$ cat config.mk
export PLATFORM = sky130hd
export DESIGN_NAME = ft_tx_arb_flat
export DESIGN_NICKNAME = d
export VERILOG_FILES = /design/src/rtl/ft_tx_arb_if.sv /design/src/rtl/ft_tx_arb.sv /design/src/flat_wrapper.sv
export SDC_FILE = /design/constraint.sdc
export NUM_CORES = 1
export LEC_CHECK = 0
export CORE_AREA = 4 4 91 93
export CTS_BUF_LIST = sky130_fd_sc_hd__clkbuf_4 sky130_fd_sc_hd__clkbuf_8 sky130_fd_sc_hd__clkbuf_16
export DETAILED_ROUTE_END_ITERATION = 7
export DIE_AREA = 0 0 95 97
export HOLD_SLACK_MARGIN = 0.06
export PLACE_DENSITY = 0.95
export SKIP_CTS_REPAIR_TIMING = 1
export SLEW_MARGIN = 5
export SYNTH_ARGS = -nofsm -noshare
export SYNTH_HDL_FRONTEND = slang
export SYNTH_SLANG_ARGS = --single-unit
$ cat constraint.sdc
create_clock -name ft_clk -period 4.3 [get_ports ft_clk]
set_clock_uncertainty 0.05 [all_clocks]
set_input_delay 0.645 -clock ft_clk [delete_from_list [all_inputs] [get_ports ft_clk]]
set_output_delay 0.645 -clock ft_clk [all_outputs]
set_load 0.02 [all_outputs]
$ cat src/rtl/ft_tx_arb_if.sv
// Source-FIFO and TX-stream signal bundle for the FT601Q TX burst arbiter.
interface ft_tx_arb_if #(
  parameter int N_CH = 4
);
  logic [N_CH-1:0]    src_avail;
  logic [N_CH-1:0]    src_empty;
  logic [32*N_CH-1:0] src_data;
  logic [N_CH-1:0]    src_rd_en;
  logic               out_valid;
  logic [31:0]        out_data;
  logic               out_last;
  logic               out_ready;

  modport master (
    input  src_avail, src_empty, src_data, out_ready,
    output src_rd_en, out_valid, out_data, out_last
  );

  modport slave (
    output src_avail, src_empty, src_data, out_ready,
    input  src_rd_en, out_valid, out_data, out_last
  );
endinterface

$ cat src/rtl/ft_tx_arb.sv
// Round-robin burst arbiter/packetiser: one header word plus BURST_WORDS-1 payload words per grant.
//   state | meaning
//   IDLE  | waiting for enable and an available source; picks next channel round-robin
//   HDR   | presenting header word {SYNC, chan, 4'h0, seq}
//   DATA  | streaming payload from the granted source FIFO
module ft_tx_arb #(
  parameter int         N_CH        = 4,
  parameter int         BURST_WORDS = 1024,
  parameter logic [7:0] SYNC        = 8'hA5,
  localparam int        CW          = (N_CH > 1) ? $clog2(N_CH) : 1,
  localparam int        WW          = $clog2(BURST_WORDS)
) (
  input  logic          ft_clk,
  input  logic          nrst,
  input  logic          enable,
  ft_tx_arb_if.master   bus,
  output logic          busy,
  output logic [CW-1:0] cur_chan,
  output logic [15:0]   seq
);

  typedef enum logic [1:0] {IDLE, HDR, DATA} state_t;

  state_t        state, state_nxt;
  logic [CW-1:0] last_grant;
  logic [WW-1:0] wcnt;
  logic [CW-1:0] pick, idx;
  logic          found;
  logic          hs;

  always_ff @(posedge ft_clk or negedge nrst) begin
    if (!nrst) begin
      state      <= IDLE;
      cur_chan   <= '0;
      last_grant <= CW'(N_CH - 1);
      wcnt       <= '0;
      seq        <= '0;
    end else begin
      state <= state_nxt;
      if (state == IDLE && enable && found)
        cur_chan <= pick;
      if (state == HDR && bus.out_ready)
        wcnt <= '0;
      if (state == DATA && hs) begin
        wcnt <= wcnt + 1'b1;
        if (bus.out_last) begin
          last_grant <= cur_chan;
          seq        <= seq + 16'd1;
        end
      end
    end
  end

  always_comb begin
    state_nxt     = state;
    found         = 1'b0;
    pick          = '0;
    idx           = '0;
    hs            = 1'b0;
    bus.src_rd_en = '0;
    bus.out_valid = 1'b0;
    bus.out_data  = '0;
    bus.out_last  = 1'b0;

    // first available channel strictly after the previous grant, wrapping
    for (int i = 1; i <= N_CH; i++) begin
      idx = CW'((int'(last_grant) + i) % N_CH);
      if (!found && bus.src_avail[idx]) begin
        found = 1'b1;
        pick  = idx;
      end
    end

    case (state)
      IDLE: begin
        if (enable && found)
          state_nxt = HDR;
      end
      HDR: begin
        bus.out_valid = 1'b1;
        bus.out_data  = {SYNC, 4'(cur_chan), 4'h0, seq};
        if (bus.out_ready)
          state_nxt = DATA;
      end
      DATA: begin
        bus.out_valid           = ~bus.src_empty[cur_chan];
        bus.out_data            = bus.src_data[{cur_chan, 5'd0} +: 32];
        hs                      = bus.out_valid & bus.out_ready;
        bus.src_rd_en[cur_chan] = hs;
        bus.out_last            = bus.out_valid && (wcnt == WW'(BURST_WORDS - 2));
        if (hs && bus.out_last)
          state_nxt = IDLE;
      end
      default: state_nxt = IDLE;
    endcase
  end

  assign busy = (state != IDLE);

endmodule
$ cat src/flat_wrapper.sv
// flat-port wrapper written by rule: the top's interface ports become plain ports
module ft_tx_arb_flat 
#(
  parameter int         N_CH        = 4,
  parameter int         BURST_WORDS = 1024,
  parameter logic [7:0] SYNC        = 8'hA5,
  localparam int        CW          = (N_CH > 1) ? $clog2(N_CH) : 1,
  localparam int        WW          = $clog2(BURST_WORDS)
)
  (ft_clk, nrst, enable, busy, cur_chan, seq, bus_src_avail, bus_src_empty, bus_src_data, bus_out_ready, bus_src_rd_en, bus_out_valid, bus_out_data, bus_out_last);
  ft_tx_arb_if #(.N_CH(N_CH)) bus_i ();
  input  logic ft_clk;
  input  logic nrst;
  input  logic enable;
  output logic busy;
  output logic [CW-1:0] cur_chan;
  output logic [15:0] seq;
  input wire logic [$bits(bus_i.src_avail)-1:0] bus_src_avail;
  input wire logic [$bits(bus_i.src_empty)-1:0] bus_src_empty;
  input wire logic [$bits(bus_i.src_data)-1:0] bus_src_data;
  input wire logic [$bits(bus_i.out_ready)-1:0] bus_out_ready;
  output wire logic [$bits(bus_i.src_rd_en)-1:0] bus_src_rd_en;
  output wire logic [$bits(bus_i.out_valid)-1:0] bus_out_valid;
  output wire logic [$bits(bus_i.out_data)-1:0] bus_out_data;
  output wire logic [$bits(bus_i.out_last)-1:0] bus_out_last;
  assign bus_i.src_avail = bus_src_avail;
  assign bus_i.src_empty = bus_src_empty;
  assign bus_i.src_data = bus_src_data;
  assign bus_i.out_ready = bus_out_ready;
  assign bus_src_rd_en = bus_i.src_rd_en;
  assign bus_out_valid = bus_i.out_valid;
  assign bus_out_data = bus_i.out_data;
  assign bus_out_last = bus_i.out_last;
  ft_tx_arb #(.N_CH(N_CH), .BURST_WORDS(BURST_WORDS), .SYNC(SYNC)) u_core (.ft_clk(ft_clk), .nrst(nrst), .enable(enable), .bus(bus_i), .busy(busy), .cur_chan(cur_chan), .seq(seq));
endmodule
==> reports/results.tsv, run 1 <==
metric	value	unit
status	completed	
maxSlewHeadroom	55.2	%
setup_viol	0	
gp_congestion	0.915	
slowest_stage	dfrtp_2	
crit_required	3.61	ns
hold_ws	0.491	ns
worstMarginPinSlew	0.672	ns
r2r-end	u_core.seq[11]$_DFFE_PN0P_	
track_usage	25.4	%
r2r-start	u_core.cur_chan[0]$_DFFE_PN0P_	
layout_common_cells	196 x clkdlybuf4s50_1, 33 x mux4_2, 29 x dfrtp_1, 24 x a22o_1, 18 x nand2_1	
period_needed	3.48	ns
area_growth	75.5	%
rsz0062_at_grt	false	
p_per_area	422	nW/um^2
clock_sinks	32	
fp.dieArea	9220	um^2
cp-start-kind	flip-flop	
holdPathEnd	u_core.wcnt[9]$_DFFE_PN0P_	
hold_viol_final	0	
leakage	1.97	nW
clkPwrFrac	11.7	%
antenna_found_initial	1	
cts_tree	yes	
fillCellCount	587	
worstPathMaxFanout	26	
min-delay-start	u_core.wcnt[9]$_DFFE_PN0P_	
dp_hpwl	9670	um
fp.dieH	97	um
num_vias	3227	
synth_seq_cells	32	
setup_tns	0	ns
peakVddDrop	0.268	mV
reg2regPathDepth	4	
core.rowCount	32	
finalMaxSlewViolations	0	
via_per_inst	5.76	
clock_path_buffers	2	
grt_start_max_net_pins	35	
insertion_delay	0.28	ns
critPathKind	reg2out	
drive_gt1_share	12.7	%
yosys_warnings	0	
worst-path-buf-inv	1	
port_buffers	196	
final_common_cell	clkdlybuf4s50_1	
cap_violations	0	
cts.htree.levels	2	
end_kind	output port	
seqPwrFrac	22.4	%
cp_cell_sequence	mux4_2, nor4_1, clkdlybuf4s50_1	
syn_avg_cell_area	10.8	um^2
syn_area	2880	um^2
initial_utilization	38.3	%
synthesis.nets	413	
drtIter0Drc	267	
grt_pass1_vias	3494	
path_clk_slew	0.07	ns
slowest_delay	0.80	ns
p_sw	0.000869	W
synth_cells	266	
swShare	40.7	%
crit_family	flip-flops	
r2r_slack	1.52	ns
fmax	0.287	GHz
hp-class	reg2reg	
ys_seq_area_share	27.9	%
gr-total-overflow	0	
drc	0	
cts_buffers	5	
hold_depth	1	
drt-pass1-iter-count	6	
grt_pass1_wl	17900	um
core_area	7530	um^2
fin_crit_sh	81.0	%
final_antenna_net_count	0	
wl_per_cell	20.8	um
io_pins	197	
wirelength	11600	um
root_buffer	clkbuf_8	
synth.distinct_cells	41	
p_int	0.00126	W
die_w	95	um
pwr-share-comb	65.9	%
crit_arrival	2.79	ns
fin_nets	603	
[routing by layer]
layer  global-route usage, %  part of all wire, %
met1                    28.8                   36
met2                    44.8                   52
met3                    6.30                  8.0
met4                    9.99                  3.9
met5                       0                    0
[power groups by stage]
stage	Combinational (W)	Clock, W	Sequential, W
floorplan	0.000908	0	0.000410
global placement	0.00137	0	0.000472
detailed placement	0.00141	0	0.000479
CTS	0.00142	0.000252	0.000477
global route	0.00149	0.000269	0.000495
finish	0.00141	0.000250	0.000478
[stage by stage]
stage	worst slack (ns)	power, W	util [%]	std cells	area [um^2]
final	0.818	0.00213	67.1	560	5050
after detailed placement	0.928	0.00189	65.8	551	4950
after floorplan	1.59	0.00132	-	266	2880
after global routing	0.627	0.00226	67.1	560	5050
after global placement	0.930	0.00184	65.8	551	4950
after CTS	0.778	0.00214	67.1	559	5050
[cells in the mapped netlist]
master	instances	area, um^2
a21o_1	6	45.0
a21oi_1	4	20.0
a221o_1	1	10.0
a22o_1	24	210
a31oi_1	2	12.5
a41oi_1	1	8.76
and2_0	2	12.5
and2_1	10	62.6
and3_1	2	12.5
and4_1	5	43.8
buf_1	2	7.51
buf_2	6	30.0
clkbuf_1	12	45.0
dfrtp_1	30	751
dfstp_2	2	52.6
ha_1	7	87.6
inv_1	12	45.0
mux2_1	3	33.8
mux2_2	3	33.8
mux4_2	33	743
nand2_1	18	67.6
nand2b_1	2	12.5
nand3_1	12	60.1
nand4_1	5	31.3
nor2_1	4	15.0
nor2b_1	1	6.26
nor3_1	7	35.0
nor3b_1	2	15.0
nor4_1	7	43.8
nor4_2	3	37.5
nor4b_1	1	8.76
nor4b_4	1	23.8
o21a_1	2	15.0
o21ai_0	11	55.1
o21ai_1	2	10.0
o31ai_1	2	15.0
o41ai_1	1	8.76
or3_1	1	6.26
or4_1	2	15.0
xnor2_1	6	52.6
xor2_1	9	78.8
[worst max-delay path by stage]
| stage | startpoint | to | slack [ns] | cells past startpoint |
|---|---|---|---|---|
| after global routing | u_core.cur_chan[0]$_DFFE_PN0P_ | bus_out_last | 0.63 | 3 |
| after global placement | bus_src_empty[2] | bus_out_last | 0.93 | 4 |
| after floorplan | bus_src_empty[3] | bus_out_last | 1.59 | 3 |
| after detailed placement | bus_src_empty[2] | bus_out_last | 0.93 | 4 |
| after CTS | u_core.cur_chan[0]$_DFFE_PN0P_ | bus_out_data[2] | 0.78 | 4 |
| final | u_core.cur_chan[0]$_DFFE_PN0P_ | bus_out_last | 0.82 | 3 |
[cell families (layout without fill, tap and decap cells)]
kind of cell	after synthesis	after routing	share of synthesized area [%]
DFF	32	32	27.9
buffers and inverters	32	223	4.43
adders and majority gates	7	7	3.04
xor gates and xnor gates	15	15	4.56
other	0	1	0
muxes	39	39	28.1
AOI/OAI and AO/OA	56	56	14.2
and+or+nand+nor	85	85	17.7
[sequential cells by signal (all words and copies together), names as in the netlist]
signal	flops
u_core.state	2
u_core.wcnt	10
u_core.cur_chan	2
u_core.last_grant	2
u_core.seq	16
[final cells by class]
cell class | instances | area, um^2 | area share (%)
antenna | 1 | 2.50 | 0.0495
clock buffer | 8 | 97.6 | 1.93
inverter | 12 | 45.0 | 0.891
multi-input combinational | 202 | 1950 | 38.6
sequential | 32 | 805 | 15.9
tap | 102 | 128 | 2.53
timing repair buffer | 203 | 2030 | 40.1
No activity file was read; power rests on OpenSTA's default activity.
==> run 2, diff against run 1 <==
- CORE_AREA: 4 4 91 93 -> 4 4 99 101
- DIE_AREA: 0 0 95 97 -> 0 0 103 105
- PLACE_DENSITY: 0.95 -> 0.86
- clock period: 4.3 -> 2.85 ns (I/O delays scaled with it)
==> run 2 against run 1 <==
Effect of this change: via count down 3.6%; wire length increased by 1.7%; worst hold slack lost 0.031 ns; sequential share of layout area decreased by 0.54 points; global-route usage down 3.4 points; design area grew 3.5%; combinational power grew 59%; first-iteration DRC count decreased by 32%; setup slack worse by 0.71 ns; power grew 56%; sequential cell count stayed put; register-to-register slack lost 1.1 ns.
==> reports/results.tsv, run 2 (synthesis results as in run 1) <==
metric	value	unit	change
core.rowCount	35		+9.4%
fp.dieH	105	um	+8.2%
die_w	103	um	+8.4%
gp_congestion	0.957		+4.6%
antenna_cells	0		-1
grt_pass1_vias	3295		-5.7%
reg2regPathDepth	4		unchanged
worstMarginPinSlew	0.617	ns	-0.0543 ns
cts_buffers	5		unchanged
period_needed	2.75	ns	
clkPwrFrac	12.8	%	+1.1 points
track_usage	22.0	%	-3.4 points
cts.htree.levels	2		unchanged
clock_sinks	32		unchanged
insertion_delay	0.28	ns	about the same
largest_reg_flops	16		unchanged
end_kind	output port		
top_register	u_core.seq		
setup_viol	0		unchanged
final_common_cell	clkdlybuf4s50_1		
hp-class	reg2reg		
layout_common_cells	173 x clkdlybuf4s50_1, 33 x mux4_2, 29 x dfrtp_1, 24 x a22o_1, 23 x dlymetal6s2s_1		
worstPathMaxFanout	3		-88%
root_buffer	clkbuf_8		
area_growth	81.6	%	
path_clk_slew	0.06	ns	about the same
p_sw	0.00130	W	+49%
wirelength	11800	um	+1.7%
cp-start-kind	primary input		
cp_cell_sequence	clkdlybuf4s50_1, mux4_2, nor2_1, o21a_1, clkdlybuf4s50_1		
power.total	0.00333	W	+56%
r2r-end	u_core.seq[1]$_DFFE_PN0P_		
wl_per_cell	20.4	um	-1.6%
pwr-share-comb	67.5	%	+1.6 points
port_buffers	196		unchanged
final_cells	579		+3.4%
placed_area	5030	um^2	+1.6%
antenna_found_initial	0		-1
peakVddDrop	0.412	mV	+53%
p_per_area	636	nW/um^2	+51%
hold_ws	0.460	ns	-0.0310 ns
hold_depth	1		unchanged
crit_path_frequent_cell	clkdlybuf4s50_1		
slowest_stage	clkdlybuf4s50_1		
fp.dieArea	10800	um^2	+17%
core_area	9020	um^2	+20%
seqPwrFrac	19.7	%	-2.7 points
reg_top3	u_core.seq x16, u_core.wcnt x10		
hold_viol_final	0		unchanged
leakage	2.44	nW	+24%
initial_utilization	31.9	%	-6.3 points
crit_arrival	2.27	ns	-0.52 ns
drive_gt1_share	15.0	%	+2.3 points
cts_tree	yes		
cap_violations	0		unchanged
num_vias	3112		-3.6%
dp_hpwl	10000	um	+3.6%
fin_nets	614		+1.8%
via_per_inst	5.37		-6.7%
fmax	0.364	GHz	
maxSlewHeadroom	58.6	%	+3.3 points
status	completed		
final_antenna_net_count	0		unchanged
p_int	0.00203	W	+60%
finalMaxSlewViolations	0		unchanged
io_pins	197		unchanged
drt-pass1-iter-count	4		-2
r2r_slack	0.42	ns	-1.10 ns
r2r-start	u_core.cur_chan[0]$_DFFE_PN0P_		
clock_path_buffers	2		unchanged
holdPathEnd	u_core.seq[15]$_DFFE_PN0P_		
crit_required	2.37	ns	-1.24 ns
grt_pass1_wl	18100	um	+0.70%
slowest_delay	0.59	ns	-0.21 ns
grt_start_max_net_pins	33		-5.7%
swShare	39.0	%	-1.8 points
drc	0		unchanged
dp_cells	569		+3.3%
critPathKind	in2out		
drtIter0Drc	181		-32%
fin_crit_sh	96.3	%	
setup_tns	0	ns	unchanged
min-delay-start	u_core.seq[15]$_DFFE_PN0P_		
gr-total-overflow	0		unchanged
fin_area	5230	um^2	+3.5%
## run 2: per-stage QoR
stage | worst slack (ns) | util, %
2_1_floorplan | 0.421 | -
3_3_place_gp | 0.0461 | 55.8
3_5_place_dp | 0.0192 | 55.8
4_1_cts | -0.0100 | 57.0
5_1_grt | -0.0163 | 58.0
6_report | 0.104 | 58.0
## run 2: worst max path at each step
stage	from	endpoint	slack, ns	cells after the start
2_1_floorplan	u_core.cur_chan[0]$_DFFE_PN0P_	bus_src_rd_en[1]	0.42	3
3_3_place_gp	bus_src_empty[0]	bus_out_last	0.05	4
3_5_place_dp	bus_src_empty[3]	bus_out_last	0.02	4
4_1_cts	u_core.cur_chan[0]$_DFFE_PN0P_	bus_out_last	-0.01	3
5_1_grt	u_core.state[1]$_DFFE_PN0P_	bus_out_data[12]	-0.02	6
6_report	bus_src_empty[3]	bus_out_valid	0.10	5
## run 2: cell type report
cell class | count | area [um^2]
fillers | 749 | 3790
repair buffers | 214 | 2180
multi-input cells | 202 | 1950
flip-flops and latches | 32 | 805
well taps | 111 | 139
clock buffers | 6 | 76.3
inverters | 12 | 45.0
clock inverters | 2 | 35.0
## run 2: power by group through the flow
stage               clock network [W]  registers, W  logic (W)
detailed placement                  0      0.000665    0.00224
floorplan                           0      0.000618    0.00137
finish                       0.000427      0.000655    0.00224
global placement                    0      0.000657    0.00220
global route                 0.000457      0.000671    0.00241
CTS                          0.000436      0.000659    0.00224
## run 2: layer usage
metal | vias up | routed length (um) | track usage (%) | part of all wire [%]
met5 | - | 0 | 0 | 0
met4 | 0 | 146 | 4.63 | 1.2
met3 | 10 | 792 | 4.94 | 6.7
met2 | 136 | 6300 | 37.9 | 53
met1 | 1521 | 4590 | 27.8 | 39
li1 | 1445 | - | - | -
## run 2: critical path: cells and delay by family
kind,cells,cell delay [ns]
compound gates,1,0.13
simple gates,1,0.16
mux,1,0.53
buf+inv,2,1.02
==> run 3, diff against run 2 <==
- CORE_AREA: 4 4 99 101 -> 4 4 95 97
- DIE_AREA: 0 0 103 105 -> 0 0 99 101
- PLACE_DENSITY: 0.86 -> 0.89
- clock period: 2.85 -> 2.59 ns (I/O delays scaled with it)
==> run 3 against run 2 <==
Effect of this change: register-to-register slack worse by 0.21 ns; wire length is 2.5% higher; design area is 0.89% higher; die area is 7.5% lower; global-route usage is 0.79 points higher; largest cell class unchanged.
==> reports/results.tsv, run 3 (synthesis results as in run 1) <==
metric	value	unit	change
status	completed		
wl_per_cell	21.3	um	+4.3%
num_vias	3256		+4.6%
reg_top3	u_core.seq x16, u_core.wcnt x10		
die_w	99	um	-3.9%
antenna_cells	0		unchanged
grt_start_max_net_pins	33		unchanged
clock_sinks	32		unchanged
fin_crit_sh	95.0	%	
dp_cells	561		-1.4%
period_needed	2.46	ns	
core_area	8130	um^2	-9.8%
via_per_inst	5.72		+6.5%
grt_pass1_wl	17800	um	-1.4%
cts_tree	yes		
rsz0062_at_grt	false		
crit_required	2.15	ns	-0.22 ns
swShare	39.5	%	+0.52 points
io_pins	197		unchanged
initial_utilization	35.4	%	+3.5 points
largest_reg_flops	16		unchanged
peakVddDrop	0.555	mV	+35%
crit_arrival	2.02	ns	-0.25 ns
top_register	u_core.seq		
clkPwrFrac	14.0	%	+1.2 points
use_met2	40.4	%	+2.4 points
final_common_cell	clkdlybuf4s50_1		
cap_violations	0		unchanged
antenna_found_initial	0		unchanged
critPathKind	reg2out		
reg2regPathDepth	4		unchanged
p_sw	0.00149	W	+15%
grt_util_met3	7.34	%	+2.4 points
cp-start-kind	flip-flop		
gr-total-overflow	0		unchanged
cts_buffers	5		unchanged
gp_congestion	0.918		-4.0%
fp.dieArea	10000	um^2	-7.5%
drive_gt1_share	14.2	%	-0.73 points
drc	0		unchanged
clock_path_buffers	2		unchanged
top_usage_layer	met2		
maxSlewHeadroom	59.7	%	+1.2 points
fin_nets	610		-0.65%
track_usage	22.8	%	+0.79 points
path_clk_slew	0.07	ns	about the same
finalMaxSlewViolations	0		unchanged
seqPwrFrac	19.2	%	-0.5 points
final_antenna_net_count	0		unchanged
grt_pass1_vias	3394		+3.0%
leakage	2.68	nW	+9.7%
end_kind	output port		
r2r-end	u_core.seq[1]$_DFFE_PN0P_		
met1_usage	26.4	%	-1.4 points
setup_tns	0	ns	unchanged
port_buffers	196		unchanged
wirelength	12100	um	+2.5%
core.rowCount	33		-5.7%
p_int	0.00228	W	+12%
final_cells	569		-1.7%
insertion_delay	0.29	ns	about the same
pwr-share-comb	66.8	%	-0.7 points
fp.dieH	101	um	-3.8%
hold_viol_final	0		unchanged
cts.htree.levels	2		unchanged
layout_common_cells	159 x clkdlybuf4s50_1, 37 x dlymetal6s2s_1, 33 x mux4_2, 29 x dfrtp_1, 24 x a22o_1		
r2r_slack	0.21	ns	-0.21 ns
area_growth	83.2	%	
drt-pass1-iter-count	4		unchanged
worstMarginPinSlew	0.600	ns	-0.0172 ns
dp_hpwl	9960	um	-0.48%
root_buffer	clkbuf_8		
fmax	0.406	GHz	
hold_ws	0.434	ns	-0.0260 ns
r2r-start	u_core.cur_chan[0]$_DFFE_PN0P_		
hp-class	in2async		
worstPathMaxFanout	6		+3
p_per_area	714	nW/um^2	+12%
setup_viol	0		unchanged
drtIter0Drc	154		-15%
-- run 3: worst max-delay path by stage --
stage / from / to / slack, ns / depth (start not counted)
2_1_floorplan: u_core.cur_chan[0]$_DFFE_PN0P_ / bus_src_rd_en[1] / 0.20 / 3
4_1_cts: u_core.state[0]$_DFFE_PN0P_ / bus_out_data[25] / -0.19 / 6
6_report: u_core.state[0]$_DFFE_PN0P_ / bus_src_rd_en[2] / 0.13 / 5
5_1_grt: u_core.state[0]$_DFFE_PN0P_ / bus_src_rd_en[2] / 0.06 / 5
3_3_place_gp: bus_src_empty[3] / bus_out_last / -0.13 / 4
3_5_place_dp: bus_src_empty[3] / u_core.seq[1]$_DFFE_PN0P_ / -0.14 / 5
-- run 3: worst max-delay path, cell delays in order, from the launching register on --
cell	delay, ns
dfrtp_1	0.40
inv_1	0.12
ha_2	0.26
nand3_1	0.11
nor3_1	0.19
clkdlybuf4s50_1	0.65
-- run 3: layout make-up --
cell class	count	area, um^2
multi-input combinational	202	1950
sequential	32	805
clock inverter	1	30.0
timing repair buffer	210	2220
clock buffer	7	96.3
fill	616	2860
inverter	12	45.0
tap	105	131
-- run 3: per-layer routing --
| metal | up-vias | share of wire, % |
|---|---|---|
| met5 | - | 0 |
| li1 | 1451 | - |
| met1 | 1602 | 36 |
| met4 | 0 | 2.0 |
| met2 | 181 | 53 |
| met3 | 22 | 9.1 |
-- run 3: metrics by stage --
| stage | util (%) | area [um^2] | power [W] | setup WS (ns) |
|---|---|---|---|---|
| after global routing | 64.9 | 5280 | 0.00398 | 0.0574 |
| after floorplan | - | 2880 | 0.00219 | 0.200 |
| after detailed placement | 62.1 | 5050 | 0.00327 | -0.144 |
| final | 64.9 | 5280 | 0.00377 | 0.129 |
| after CTS | 63.6 | 5170 | 0.00381 | -0.190 |
| after global placement | 62.1 | 5050 | 0.00319 | -0.133 |
-- run 3: power by group through the flow --
| stage | logic, W | clock network [W] | registers, W |
|---|---|---|---|
| after floorplan | 0.00151 | 0 | 0.000680 |
| after global placement | 0.00248 | 0 | 0.000707 |
| after detailed placement | 0.00255 | 0 | 0.000720 |
| after CTS | 0.00256 | 0.000529 | 0.000713 |
| after global routing | 0.00269 | 0.000556 | 0.000734 |
| final | 0.00252 | 0.000527 | 0.000723 |
